==> src/rtl/pipe_ff_pkg.sv <==
// Shared pipeline defines: datapath bus widths and the stall-bus index map.
// Pipeline register blocks size their pipe_ff fields from these widths.
// They wire stall_cur/stall_next as stall[k]/stall[k+1] using the indices below.
package pipe_ff_pkg;

  // Datapath widths
  localparam int RegWidth           = 32;  // general-purpose register width
  localparam int RegNumLog2         = 5;   // register-file address width
  localparam int InstAddrWidth      = 32;  // instruction address width
  localparam int EXC_TYPE_BUS_WIDTH = 32;  // exception-type bus width

  // Stall bus: one bit per stage, stage k feeds the register between k and k+1.
  localparam int STALL_BUS_WIDTH = 6;
  localparam int STALL_PC        = 0;
  localparam int STALL_IF        = 1;
  localparam int STALL_ID        = 2;
  localparam int STALL_EX        = 3;
  localparam int STALL_MEM       = 4;
  localparam int STALL_WB        = 5;

endpackage

==> src/rtl/pipe_ff.sv <==
// pipe_ff: one field of a pipeline register between two stages.
// Latency: one clk from d to q on a load; no combinational d->q path.
// Backpressure: holds while both stages stall, inserts a RST_VAL bubble when
//   only the feeding stage stalls, and flush loads RST_VAL over any stall.
// Ports:
//   clk        - rising-edge clock
//   reset      - asynchronous active-high reset, forces q to RST_VAL
//   flush      - synchronous flush (exception/eret), loads RST_VAL
//   stall_cur  - stall of the feeding stage (stall[k])
//   stall_next - stall of the consuming stage (stall[k+1])
//   d          - data from the upstream stage
//   q          - registered data to the downstream stage
module pipe_ff
  import pipe_ff_pkg::*;
#(
  parameter int               WIDTH   = RegWidth,
  parameter logic [WIDTH-1:0] RST_VAL = '0
) (
  input  logic             clk,
  input  logic             reset,
  input  logic             flush,
  input  logic             stall_cur,
  input  logic             stall_next,
  input  logic [WIDTH-1:0] d,
  output logic [WIDTH-1:0] q
);

  logic [WIDTH-1:0] reg_d;
  logic [WIDTH-1:0] reg_q;

  // Bubble: the feeding stage is stalled but the consumer moves on, so the
  // consumer must see an empty slot rather than a duplicate of the old value.
  // stall_cur=0 with stall_next=1 cannot occur in a well-formed stall vector;
  // it simply falls into the load branch.
  always_comb begin
    reg_d = reg_q;
    if (flush) begin
      reg_d = RST_VAL;
    end else if (stall_cur && !stall_next) begin
      reg_d = RST_VAL;
    end else if (!stall_cur) begin
      reg_d = d;
    end
  end

  always_ff @(posedge clk or posedge reset) begin
    if (reset) begin
      reg_q <= RST_VAL;
    end else begin
      reg_q <= reg_d;
    end
  end

  assign q = reg_q;

endmodule

==> config.mk <==
export PLATFORM = sky130hd
export DESIGN_NAME = pipe_ff
export DESIGN_NICKNAME = d
export VERILOG_FILES = /design/src/rtl/pipe_ff_pkg.sv /design/src/rtl/pipe_ff.sv
export SDC_FILE = /design/constraint.sdc
export NUM_CORES = 1
export LEC_CHECK = 0
export ABC_CLOCK_PERIOD_IN_PS = 1600
export CELL_PAD_IN_SITES_DETAIL_PLACEMENT = 2
export CELL_PAD_IN_SITES_GLOBAL_PLACEMENT = 2
export CORE_ASPECT_RATIO = 0.75
export CORE_MARGIN = 1
export CORE_UTILIZATION = 25
export DETAILED_ROUTE_END_ITERATION = 7
export GPL_TIMING_DRIVEN = 0
export PLACE_DENSITY_LB_ADDON = 0.1
export SETUP_SLACK_MARGIN = 0.15
export SLEW_MARGIN = 20
export SYNTH_ARGS = -nofsm -noshare
export SYNTH_HDL_FRONTEND = slang
export SYNTH_SLANG_ARGS = --single-unit
==> constraint.sdc <==
create_clock -name clk -period 1.6 [get_ports clk]
set_input_delay 0.32 -clock clk [delete_from_list [all_inputs] [get_ports clk]]
set_output_delay 0.32 -clock clk [all_outputs]
set_load 0.02 [all_outputs]
# Word level (Yosys, flattened, before mapping)
# Index checks and enable logic that the tools add are counted.
# W data, S select, Z words.
[op_classes]
n_eq_ne = 1
muxes = 3
reduce_logical = 2
[ops]
columns = ["operator", "n"]
rows = [
  ["$mux W32", 3],
  ["$ne A3 B2 Y1 const B", 1],
  ["$logic_and A1 B1 Y1", 1],
  ["$logic_not A1 Y1", 1],
]
[totals]
regBits = 32

# Longest topological paths before layout
[logic_depth]
depth_word = 4
ltp_mapped = 4
ltp_nobuf = 2

# Least setup slack after synthesis
# Ideal clock, no wire load.
[synth_timing]
path_kind = "input to register"
start = "input stall_cur"
end = "register reg_q[20] (netlist: q[20])"
setup_time_ns = 0.074
arrival_time_ns = 0.791
required_ns = 1.526
path_slack_ns = 0.735
path_stages = 4
path_buffers = 2
cell_sequence = "buf_6 buf_6 nand2b_1 a21oi_2"
[synth_between]
elab_chain_len = 3
[synth_rtl]
columns = ["item", "line_no", "text"]
rows = [
  ["from (decl)", "pipe_ff.sv:22", "input logic stall_cur,"],
  ["$logic_and A1 B1 Y1", "pipe_ff.sv:39", "end else if (stall_cur && !stall_next) begin"],
  ["$mux W32", "pipe_ff.sv:39", ""],
  ["$mux W32", "pipe_ff.sv:37", "if (flush) begin"],
  ["to (signal assigned)", "pipe_ff.sv:50", "reg_q <= reg_d;"],
  ["to (decl)", "pipe_ff.sv:29", "logic [WIDTH-1:0] reg_q;"],
]
# Parallel ways exist; a longest one is shown, timed or not.
# A chain may end at the register's enable or synchronous reset.

# Worst setup path in the final report
[layout_timing]
start = "register reg_q[12] (netlist: q[12])"
end = "output q[12]"
[layout_lines]
columns = ["item", "line_no", "text"]
rows = [
  ["to (decl)", "pipe_ff.sv:25", "output logic [WIDTH-1:0] q"],
]
# No word-level cell between the ends.

==> summary.txt <==
status -> finished clean
CTS buffer count -> 5
Final min period -> 1320 ps
clock root cell -> clkbuf_8
Final Cell Area -> 2280 um^2
Final Power -> 0.00185 W
largest family of logic cells by synthesized area -> simple AND/OR/NAND/NOR gates
post-CTS sizing -> 32
fin crit share -> 82.5%
DP Wirelength -> 3.49 mm
post-synth top area share -> 54.7%
R2R setup slack -> 910 ps
global-route met1 utilization -> 19.7%
Synth Warn # -> 0
Clock transition at path regs -> 70 ps
f_max -> 758 MHz
vias per inst -> 4.50
Mapped Area -> 1460 um^2
DRT Pass-1 Iters -> 3
largest net degree at the start of global routing -> 33
Synth area leader -> dfrtp_1
vias in the first global route -> 1,492
layout cells sized above 1 -> 10.1%
max reg flops -> 32
H-tree Lvls -> 2
Worst Hold Depth -> 3
CTS Hold Bufs -> 0
Setup violations, final -> 0
Antenna Cells -> 0
Worst R2R End -> q[24]
clk_skew -> 0 ps
nets@finish -> 253
Routed WL per cell -> 15.8 um
post-synthesis mux area share -> 0%
Worst path top cell family by delay -> flip-flops
# IOs -> 69
Hold Vio Cnt, Final -> 0
FF+latch count, synth -> 32
IO buf count -> 67
Syn Nets -> 179
Syn Inst Count -> 142
Slew Viols, Final -> 0
Tightest Pin Transition -> 709 ps
first-pass GRT wire length -> 7.63 mm
RSZ-0062 raised after global routing -> false
worst endpoint required time -> 1280 ps
Die ar. -> 6160 um^2
CP Capture Type -> primary output
grt peak-use layer -> met2
Initial Util -> 26.6%
crit path buf inv count -> 1
syn avg cell area -> 10.3 um^2
Area Overhead vs Synth -> 55.9%
initial antenna violation count -> 0
post-synthesis adder-cell area fraction -> 0%
Hold EP -> q[3]
met2 global-route usage -> 29.2%
CP arrival -> 1000 ps
worst path cell trace -> dlygate4sd2_1
Die X -> 90.3 um
hold crit path type -> input port to flop
post-CTS setup buffers -> 0
crit path from -> q[12]
fin util -> 41.5%
Slew HR -> 52.7%
crit path launch type -> flop
CTS Buffer Depth -> 2
row count -> 23
WHS -> 374 ps
via count -> 1,313
DRC -> 0
gr usage total -> 16.4%
worst skew pair latency -> 280 ps
P_leak -> 1.06 nW
GPL Wtd Cong -> 0.695
drt initial violations -> 54
area of the core -> 5500 um^2
CTS tree -> yes
critical path class -> flop to primary output
RR Startpoint -> q[24]
CP max FO -> 2
Simple-Gate Fraction of Synth Area -> 24.9%
CP max-delay cell -> dfrtp_1
HP Start -> stall_cur
max incr delay on CP -> 380 ps
FILL cells -> 593
maxcap violations -> 0
Post-Synth XOR/XNOR Area -> 0%
global route overflow -> 0
R2R depth -> 2
Synth cell types -> 13
DRT antenna net count -> 0
die height -> 68.2 um
VDD IR max -> 370 uV
Synth Area in Compound Gates -> 11.2%
synth top area cells -> dfrtp_1, nand2b_1, nand3_1
register area share after synthesis -> 54.7%
clock sink count -> 32
PwrDens -> 811 nW/um^2
routing usage on met3 -> 4.56%
drt total wl -> 4.61 mm
placed cell areas -> 2230 um^2
layout by cell type (no fill, tap or decap), drive strengths merged:
master         instances
clkdlybuf4s50         35
or2b                   1
dfrtp                 32
nand2b                31
buf                   10
a21oi                 32
clkbuf                 9
dlygate4sd2           32
inv                    1
nand3                 32
clkinv                 2
kinds of logic (layout without fill, tap and decap cells):
group	after synthesis	after routing
simple gates	64	64
compound gates	32	32
flops	32	32
buf+inv	14	89
area by class of cell:
type	instances	area [um^2]	area share (%)
Tap cell	75	93.8	4.12
Buffer	13	130	5.71
Clock inverter	2	10.0	0.439
Inverter	1	3.75	0.165
Timing Repair Buffer	67	631	27.7
Sequential cell	32	801	35.1
Clock buffer	6	82.6	3.62
Multi-Input combinational cell	96	528	23.2
synthesized netlist by cell type:
| library cell | number |
|---|---|
| nand2b_1 | 30 |
| nand2b_2 | 1 |
| a21oi_2 | 1 |
| clkbuf_8 | 2 |
| inv_1 | 1 |
| nand3_1 | 32 |
| a21oi_1 | 31 |
| buf_1 | 1 |
| clkbuf_1 | 1 |
| buf_6 | 8 |
| dfrtp_1 | 32 |
| buf_2 | 1 |
| or2b_1 | 1 |
worst max-delay path by stage:
stage	to	slack, ps	cells after the start
floorplan	q[0]	590	1
global placement	q[11]	-210	2
detailed placement	q[19]	10	3
CTS	q[24]	270	1
global route	q[19]	220	3
finish	q[12]	280	1
layer usage:
| layer | share of wire (%) | up-vias |
|---|---|---|
| met2 | 50 | 36 |
| met3 | 4.7 | 5 |
| li1 | - | 626 |
| met4 | 0.82 | 0 |
| met1 | 44 | 646 |
| met5 | 0 | - |
metrics by stage:
step / instances / TNS (ps) / worst slack [ps]
after floorplan: 142 / 0 / 589
after global placement: 284 / -6670 / -210
after detailed placement: 284 / 0 / 13.8
after CTS: 292 / 0 / 266
after global routing: 292 / 0 / 222
final: 292 / 0 / 281
where the power goes:
group          internal [W]  total [W]  leakage (nW)  switching [W]
Combinational      0.000173   0.000345         0.584       0.000172
Sequential         0.000846   0.000865         0.429      0.0000191
Clock              0.000343   0.000640        0.0510       0.000297
Power figures use the tool's default switching activity.
